$ cat src/rtl/legv8_pkg.sv
// Shared LEGv8 encoding constants: operation codes, opcode fields and immediate limits
// used by both the encoder and the single-cycle control decoder.
package legv8_pkg;

    typedef enum logic [3:0] {
        OP_AND  = 4'd0,
        OP_ORR  = 4'd1,
        OP_ADD  = 4'd2,
        OP_SUB  = 4'd3,
        OP_ADDI = 4'd4,
        OP_SUBI = 4'd5,
        OP_CBZ  = 4'd6,
        OP_B    = 4'd7,
        OP_LDUR = 4'd8,
        OP_STUR = 4'd9,
        OP_MOVZ = 4'd10
    } op_e;

    localparam logic [10:0] OPC_AND  = 11'b10001010000;
    localparam logic [10:0] OPC_ORR  = 11'b10101010000;
    localparam logic [10:0] OPC_ADD  = 11'b10001011000;
    localparam logic [10:0] OPC_SUB  = 11'b11001011000;
    localparam logic [9:0]  OPC_ADDI = 10'b1001000100;
    localparam logic [9:0]  OPC_SUBI = 10'b1101000100;
    localparam logic [10:0] OPC_LDUR = 11'b11111000010;
    localparam logic [10:0] OPC_STUR = 11'b11111000000;
    localparam logic [7:0]  OPC_CBZ  = 8'b10110100;
    localparam logic [5:0]  OPC_B    = 6'b000101;
    localparam logic [8:0]  OPC_MOVZ = 9'b110100101;

    localparam int IMM_I_MAX  = 4095;
    localparam int IMM_D_MIN  = -256;
    localparam int IMM_D_MAX  = 255;
    localparam int IMM_CB_MIN = -(1 << 18);
    localparam int IMM_CB_MAX = (1 << 18) - 1;
    localparam int IMM_B_MIN  = -(1 << 25);
    localparam int IMM_B_MAX  = (1 << 25) - 1;
    localparam int IMM_IM_MAX = 65535;

endpackage

$ cat src/rtl/legv8_word_pack.sv
// Combinational LEGv8 field packer: builds the 32-bit word for one request and
// flags whether the operation and its immediate are encodable.
module legv8_word_pack
    import legv8_pkg::*;
(
    input  logic [3:0]  op,
    input  logic [4:0]  rd,
    input  logic [4:0]  rn,
    input  logic [4:0]  rm,
    input  logic [31:0] imm,
    input  logic [1:0]  hw,
    output logic [31:0] word,
    output logic        legal
);

    logic signed [31:0] simm;

    assign simm = signed'(imm);

    always_comb begin
        word  = '0;
        legal = 1'b0;
        case (op_e'(op))
            OP_AND: begin word = {OPC_AND, rm, 6'd0, rn, rd}; legal = 1'b1; end
            OP_ORR: begin word = {OPC_ORR, rm, 6'd0, rn, rd}; legal = 1'b1; end
            OP_ADD: begin word = {OPC_ADD, rm, 6'd0, rn, rd}; legal = 1'b1; end
            OP_SUB: begin word = {OPC_SUB, rm, 6'd0, rn, rd}; legal = 1'b1; end
            OP_ADDI: begin
                word  = {OPC_ADDI, imm[11:0], rn, rd};
                legal = (simm >= 0) && (simm <= IMM_I_MAX);
            end
            OP_SUBI: begin
                word  = {OPC_SUBI, imm[11:0], rn, rd};
                legal = (simm >= 0) && (simm <= IMM_I_MAX);
            end
            OP_LDUR: begin
                word  = {OPC_LDUR, imm[8:0], 2'b00, rn, rd};
                legal = (simm >= IMM_D_MIN) && (simm <= IMM_D_MAX);
            end
            OP_STUR: begin
                word  = {OPC_STUR, imm[8:0], 2'b00, rn, rd};
                legal = (simm >= IMM_D_MIN) && (simm <= IMM_D_MAX);
            end
            OP_CBZ: begin
                word  = {OPC_CBZ, imm[18:0], rd};
                legal = (simm >= IMM_CB_MIN) && (simm <= IMM_CB_MAX);
            end
            OP_B: begin
                word  = {OPC_B, imm[25:0]};
                legal = (simm >= IMM_B_MIN) && (simm <= IMM_B_MAX);
            end
            OP_MOVZ: begin
                word  = {OPC_MOVZ, hw, imm[15:0], rd};
                legal = (simm >= 0) && (simm <= IMM_IM_MAX);
            end
            default: begin
                word  = '0;
                legal = 1'b0;
            end
        endcase
    end

endmodule

$ cat src/rtl/legv8_inst_encoder.sv
// LEGv8 instruction encoder: accepts field-level requests, packs legal ones into
// address-tagged words and streams them through a small FIFO; counts rejects.
module legv8_inst_encoder
    import legv8_pkg::*;
#(
    parameter logic [63:0] BASE_ADDR = 64'h0,
    parameter int          DEPTH     = 2
) (
    input  logic        CLK,
    input  logic        resetl,
    input  logic        clr,
    input  logic        in_valid,
    output logic        in_ready,
    input  logic [3:0]  op,
    input  logic [4:0]  rd,
    input  logic [4:0]  rn,
    input  logic [4:0]  rm,
    input  logic [31:0] imm,
    input  logic [1:0]  hw,
    output logic        out_valid,
    input  logic        out_ready,
    output logic [31:0] instr,
    output logic [63:0] instr_addr,
    output logic        err,
    output logic [7:0]  err_cnt
);

    localparam int AW = $clog2(DEPTH);
    localparam int CW = AW + 1;
    localparam logic [CW-1:0] FULL_CNT = CW'(DEPTH);

    logic [31:0]   mem_word [DEPTH];
    logic [63:0]   mem_addr [DEPTH];
    logic [AW-1:0] wr_ptr;
    logic [AW-1:0] rd_ptr;
    logic [CW-1:0] count;
    logic [63:0]   addr_cnt;

    logic [31:0] packed_word;
    logic        packed_legal;
    logic        accept;
    logic        push;
    logic        pop;
    logic        reject;

    legv8_word_pack u_word_pack (
        .op    (op),
        .rd    (rd),
        .rn    (rn),
        .rm    (rm),
        .imm   (imm),
        .hw    (hw),
        .word  (packed_word),
        .legal (packed_legal)
    );

    assign in_ready   = (count < FULL_CNT) & ~clr;
    assign out_valid  = (count != '0);
    assign accept     = in_valid & in_ready;
    assign push       = accept & packed_legal;
    assign reject     = accept & ~packed_legal;
    assign pop        = out_valid & out_ready & ~clr;
    // Head is forced to zero when empty so a flushed word never shows through.
    assign instr      = out_valid ? mem_word[rd_ptr] : '0;
    assign instr_addr = out_valid ? mem_addr[rd_ptr] : '0;

    always_ff @(posedge CLK) begin
        if (push) begin
            mem_word[wr_ptr] <= packed_word;
            mem_addr[wr_ptr] <= addr_cnt;
        end
    end

    always_ff @(posedge CLK or negedge resetl) begin
        if (!resetl) begin
            wr_ptr   <= '0;
            rd_ptr   <= '0;
            count    <= '0;
            addr_cnt <= BASE_ADDR;
            err      <= 1'b0;
            err_cnt  <= '0;
        end else if (clr) begin
            wr_ptr   <= '0;
            rd_ptr   <= '0;
            count    <= '0;
            addr_cnt <= BASE_ADDR;
            err      <= 1'b0;
        end else begin
            if (push) begin
                wr_ptr   <= wr_ptr + AW'(1);
                addr_cnt <= addr_cnt + 64'd4;
            end
            if (pop) begin
                rd_ptr <= rd_ptr + AW'(1);
            end
            case ({push, pop})
                2'b10:   count <= count + CW'(1);
                2'b01:   count <= count - CW'(1);
                default: count <= count;
            endcase
            err <= reject;
            if (reject && (err_cnt != 8'hFF)) begin
                err_cnt <= err_cnt + 8'd1;
            end
        end
    end

endmodule

$ cat config.mk
export PLATFORM = sky130hd
export DESIGN_NAME = legv8_inst_encoder
export DESIGN_NICKNAME = d
export VERILOG_FILES = /design/src/rtl/legv8_pkg.sv /design/src/rtl/legv8_word_pack.sv /design/src/rtl/legv8_inst_encoder.sv
export SDC_FILE = /design/constraint.sdc
export NUM_CORES = 1
export LEC_CHECK = 0
export CORE_MARGIN = 2
export CORE_UTILIZATION = 55
export DETAILED_ROUTE_END_ITERATION = 16
export HOLD_SLACK_MARGIN = 0.08
export PLACE_DENSITY = 0.88
export SYNTH_ARGS = -nofsm -noshare
export SYNTH_HDL_FRONTEND = slang
export SYNTH_HIERARCHICAL = 1
export SYNTH_SLANG_ARGS = --single-unit
$ cat constraint.sdc
create_clock -name CLK -period 6.46 [get_ports CLK]
set_clock_uncertainty 0.2 [all_clocks]
set_input_delay 1.938 -clock CLK [delete_from_list [all_inputs] [get_ports CLK]]
set_output_delay 1.938 -clock CLK [all_outputs]
set_load 0.05 [all_outputs]
## Word level (Yosys, flattened, before mapping)

Memories as Yosys holds them, arrays and structs flattened.
Cells that the tools add are included.
Widths: inputs -> output; s select.

| operators by class | value |
|---|---|
| $add $sub $neg | 6 |
| multiply operators | 0 |
| div/mod/pow operators | 0 |
| $lt $le $gt $ge | 10 |
| equal/unequal tests | 13 |
| shift operators | 0 |
| mux-type cells | 15 |
| bitwise gates (word level) | 8 |
| reduce and logical (&&, ||, !) cells | 15 |

Operators with widths:

| kind | count |
|---|---|
| $pmux 32 s11 | 1 |
| $mux 64 | 3 |
| $add 64x3->64 const B | 1 |
| $ge 32x1->1 const B | 1 |
| $ge 32x19->1 const B | 1 |
| $ge 32x26->1 const B | 1 |
| $ge 32x9->1 const B | 1 |
| $le 32x13->1 const B | 1 |
| $le 32x17->1 const B | 1 |
| $le 32x19->1 const B | 1 |
| $le 32x26->1 const B | 1 |
| $le 32x9->1 const B | 1 |
| $mux 32 | 1 |
| $eq 4x3->1 const B | 4 |
| $eq 4x4->1 const B | 3 |
| $add 8x1->8 const B | 1 |
| $eq 4x2->1 const B | 2 |
| $ne 8x8->1 const B | 1 |
| $mux 1 | 7 |
| $and 1x1->1 | 6 |
| $logic_and 1x1->1 | 6 |
| $pmux 1 s6 | 1 |
| $reduce_bool 2->1 | 3 |
| $eq 4x1->1 const B | 1 |
| 14 further kinds | 17 |

| storage, ports and cells | value |
|---|---|
| register bits after elaboration | 77 |
| bits in latches | 0 |
| RAM bits | 192 |
| ROM bits | 0 |
| input port bits | 58 |
| output and inout bits | 107 |
| word-level logic and storage cells | 75 |
| memories kept | 2 |

Memories:

| memory | depth | width | rd ports | clocked after Yosys merged registers in | wr ports | RTL line | text |
|---|---|---|---|---|---|---|---|
| mem_addr | 2 | 64 | 1 | 0 | 1 | legv8_inst_encoder.sv:33 | `logic [63:0] mem_addr [DEPTH];` |
| mem_word | 2 | 32 | 1 | 0 | 1 | legv8_inst_encoder.sv:32 | `logic [31:0] mem_word [DEPTH];` |

## Logic depth before layout (Yosys ltp)

| logic depth | value |
|---|---|
| depth in word-level cells | 7 |
| mapped depth | 15 |
| mapped depth without buffers | 10 |

## Hierarchy

The synthesis kept the hierarchy.

By module, submodules not included:

| module | times used | cells an instance | area an instance (µm²) | seq. area each (µm²) |
|---|---|---|---|---|
| legv8_inst_encoder | 1 | 821 | 11,016.8 | 7,522.2 |
| legv8_word_pack | 1 | 138 | 838.3 | 0.0 |

## Least setup slack after synthesis

Ideal clock, no wire load.

| timing | value |
|---|---|
| path type | input to register |
| start point | in op[2] |
| end point | mem mem_addr[0][10], enable pin |
| setup time | 549 ps |
| data arrival time | 7,406 ps |
| data required time | 5,711 ps |
| path slack | -1,695 ps |
| cell stages on the path | 10 |
| buffers on the path | 3 |
| cell sequence | buf_4 -> nor3b_2 -> buf_4 -> nand2_1 -> nand4_1 -> a21oi_1 -> o41ai_1 -> nand4bb_1 -> buf_6 -> nor2_1 |

| between the ends | value |
|---|---|
| cells in the longest elaborated chain, start to end | 6 |
| elaborated cells on any way between the ends | 18 |

RTL lines:

| element | RTL line | text |
|---|---|---|
| start, declared | legv8_inst_encoder.sv:14 | `input logic [3:0] op,` |
| $eq 4x1->1 (tied with other cells) | legv8_word_pack.sv:23 | `case (op_e'(op))` |
| $reduce_or 4->1 (no line) / $reduce_or 2->1 (equally long branches) | - |  |
| $pmux 1 s6 * | legv8_word_pack.sv:23 |  |
| via packed_legal | legv8_inst_encoder.sv:40 | `logic packed_legal;` |
| $and 1x1->1 * | legv8_inst_encoder.sv:60 | `assign push = accept & packed_legal;` |
| $mux 1 * | legv8_inst_encoder.sv:68 | `if (push) begin` |
| $mux 1 (implied by the code) * | legv8_inst_encoder.sv:70 | `mem_addr[wr_ptr] <= addr_cnt;` |
| end, declared | legv8_inst_encoder.sv:33 |  |

Mark *: on every way through the listed nets, which the timed path passes. The rest lies on a longest branch.

## Worst setup path in the final report

| timing | value |
|---|---|
| start point | in op[2] |
| end point | reg addr_cnt[46] |

| between the ends | value |
|---|---|
| cells in the longest elaborated chain, start to end | 5 |
| elaborated cells on any way between the ends | 17 |

RTL lines:

| element | RTL line | text |
|---|---|---|
| $eq 4x1->1 (tied with other cells) | legv8_word_pack.sv:23 |  |
| $reduce_or 4->1 (no line) / $reduce_or 2->1 (equally long branches) | - |  |
| $pmux 1 s6 * | legv8_word_pack.sv:23 |  |
| via packed_legal | legv8_inst_encoder.sv:40 |  |
| $and 1x1->1 * | legv8_inst_encoder.sv:60 |  |
| $reduce_bool 2->1 (no line) * | - |  |
| end signal, assigned | legv8_inst_encoder.sv:91 | `addr_cnt <= addr_cnt + 64'd4;` |
| end, declared | legv8_inst_encoder.sv:37 | `logic [63:0] addr_cnt;` |

Marked as above.
A chain may end at the register's enable or synchronous reset.

==> impl_results.md <==
- Drt wl/cell: 20.0 µm
- Layout cells sized above 1: 7.11%
- Routability Congestion: 0.948
- Setup Fix Bufs, Post-CTS: 0
- Top_reg_cell synth: edfxtp_1
- Outcome: finished clean
- Setup violations, final: 0
- Min-delay src: addr_cnt[63]
- Tcrit/Tclk final: 93.1%
- Core area: 21,100 µm²
- Hold crit path type: reg2reg
- Post-route ant nets: 0
- Actual slew at the worst max-slew pin: 0.979 ns
- TritonCTS Buffers: 26
- Reg-to-reg endpoint: addr_cnt[46]
- Core Util, Final: 70.0%
- Die W: 151 µm
- Area grow syn2layout: 24.5%
- CP arrival: 6.27 ns
- Maximum number of pins on one net before global-route repair: 76
- Tot Pwr: 4140 µW
- Synth Area per Inst: 12.4 µm²
- TNS Setup: 0 ns
- Final hold violations: 0
- CTS Buffer Depth: 3
- Die H: 151 µm
- Crit-path max FO: 16
- Pwr Density: 281 nW/µm²
- Max Slew Vio Count: 0
- Dpl hpwl: 18,600 µm
- Total number of vias: 8,512
- Reg2reg path depth: 5
- Unique masters post-synth: 57
- Async S/R FF share, synth: 28.5%
- Port Buffers: 162
- DRC Markers: 0
- Leak: 0.00498 µW
- Worst slew margin: 34.7%
- Cts hold-fix bufs: 0
- Initial core utilization: 56.2%
- Grt total ovfl: 0
- Initial antenna violation count: 1
- Hold Path Stages: 0
- Hold EP: mem_addr[0][63]
- Vias in the first global route: 8,405
- EDFF count, synth: 188
- Cells after Synth: 959
- Pre-antenna DRT Iters: 9
- Sink Count: 263
- GRT Total Usage: 25.2%
- Detailed Route WL: 28,300 µm
- Row count: 53
- CTS tree: done
- Synthesized flop and latch total: 263
- Fin nets: 1,179
- Startpoint types: input port
- H-Tree Depth: 1
- Vias per cell: 6.02
- Setup CP Type: in2reg
- Critical Path Sink Type: flop
- Fmax: 166 MHz
- Seq/Total Area, Yosys: 63.5%
- Synthesized cell area: 11,900 µm²
- Die ar.: 22,700 µm²
- Worst setup margin: 0.443 ns
- Root Buffer: clkbuf_16
- Post-CTS Resized: 0
- Max-Cap Viols: 0
- Reg2Reg Setup Slack: 3.13 ns
- Critical path required time: 6.72 ns
- VDD IR max: 0.387 mV
- I/O Pins: 165
- Min Clock Period, post-route: 6.02 ns
- Pre-CTS setup slack: 0.0281 ns
- Worst skew pair latency: 0.54 ns
- Reg2reg start: addr_cnt[9]
- Worst Setup SP: op[2]
- Yosys warnings: 6
- Hold Worst Slack: 0.301 ns
- Clk slew on worst S/H paths: 0.07 ns
- Iter 0 DRT Violations: 970
- Global-route wire length before repair: 44,900 µm
==> final cells by class <==
type | instances | area, µm²
Inverter | 8 | 30.0
Clock buffer | 35 | 734
Antenna cell | 1 | 2.50
Sequential cell | 263 | 7530
Clock inverter | 13 | 230
Multi-Input combinational cell | 638 | 4080
Tap cell | 275 | 344
Timing Repair Buffer | 182 | 1810
Fill cell | 1455 | 6330
==> state kept, by name, indices dropped and copies added (netlist names) <==
register,count
mem_word,64
wr_ptr,1
mem_addr,124
addr_cnt,62
rd_ptr,1
err_cnt,8
count,2
err,1
==> Yosys cell counts (8+ instances only) <==
| cell | number | area share, % |
|---|---|---|
| a21oi_1 | 41 | 1.7 |
| a22oi_1 | 17 | 1.1 |
| and2_1 | 10 | 0.53 |
| and3_1 | 16 | 0.84 |
| and4_1 | 12 | 0.89 |
| buf_1 | 14 | 0.44 |
| clkbuf_1 | 23 | 0.73 |
| dfrtp_1 | 75 | 16 |
| edfxtp_1 | 188 | 48 |
| inv_1 | 8 | 0.25 |
| mux2i_1 | 94 | 7.9 |
| nand2_1 | 57 | 1.8 |
| nand3_1 | 26 | 1.1 |
| nand4_1 | 40 | 2.1 |
| nor2_1 | 141 | 4.5 |
| nor3_1 | 11 | 0.46 |
| nor4_1 | 13 | 0.69 |
| o21ai_0 | 18 | 0.76 |
| o31ai_1 | 16 | 1.0 |
| or3_1 | 19 | 1.0 |
| or4_1 | 14 | 0.89 |
| xnor2_1 | 10 | 0.74 |
| xor2_1 | 25 | 1.8 |
==> worst max path at each step <==
| stage | to | slack (ns) | depth (start not counted) |
|---|---|---|---|
| 3_3_place_gp | addr_cnt[54] | 0.31 | 13 |
| 4_1_cts | addr_cnt[46] | 0.55 | 13 |
| 5_1_grt | addr_cnt[46] | -0.01 | 13 |
| 6_report | addr_cnt[46] | 0.44 | 13 |
| 3_5_place_dp | addr_cnt[46] | 0.03 | 13 |
| 2_1_floorplan | mem_addr[1][10] | 0.04 | 10 |
==> routing by layer <==
layer / track usage, % / wire length, µm / vias to the layer above
met2: 41.3 / 13800 / 341
met4: 7.06 / 758 / 0
met3: 3.73 / 1800 / 69
li1: - / - / 3921
met5: 0 / 0 / -
met1: 35.7 / 12000 / 4181
==> layout by cell type (no fill, tap or decap), drive strengths merged, types with 3 or more instances in the layout <==
cell           Yosys  routed
edfxtp           188     188
clkdlybuf4s50      0     160
nor2             142     142
mux2i             94      94
dfrtp             75      75
nand2             57      57
a21oi             42      42
nand4             41      41
clkbuf            23      35
nand3             26      26
xor2              25      25
buf               28      22
or3               19      19
o21ai             19      19
a22oi             17      17
and3              16      16
o31ai             16      16
or4               15      15
nor4              13      13
and4              12      12
nor3              12      12
xnor2             10      10
and2              10      10
inv                8       9
nor2b              6       6
bufinv             0       6
a222oi             6       6
mux2               5       5
a22o               5       5
clkinv             0       5
o21a               4       4
or2                4       4
nand2b             3       3
==> through the flow <==
stage	cell area, µm²	instances
floorplan	11900	960
global placement	13800	1366
detailed placement	13800	1366
CTS	14800	1414
global route	14800	1415
finish	14800	1415
==> power breakdown <==
| group | leakage (µW) | internal, µW | switching, µW | total, µW |
|---|---|---|---|---|
| clock | 0.000468 | 1040 | 617 | 1660 |
| sequential | 0.00256 | 1840 | 37.3 | 1880 |
| combinational | 0.00196 | 208 | 402 | 610 |
==> logic make-up after synthesis <==
family	share of synthesized area, %
other	0.0316
buffers and inverters	2.31
muxes	8.41
xor gates and xnor gates	2.59
AOI/OAI and AO/OA	6.51
DFF	63.5
and+or+nand+nor	16.5
adders and majority gates	0.211
==> critical path, cell delays in order <==
cell and delay [ns]:
clkdlybuf4s50_1 0.45, buf_4 0.20, nor3b_2 0.45, a21oi_1 0.13, nor2_1 0.13, a21oi_1 0.07
o41ai_1 0.75, nand3b_1 0.27, nor3_1 0.29, buf_4 0.21, nand4_1 0.49, or4_1 0.69
a21oi_1 0.19
(Power assumes the default switching activity.)
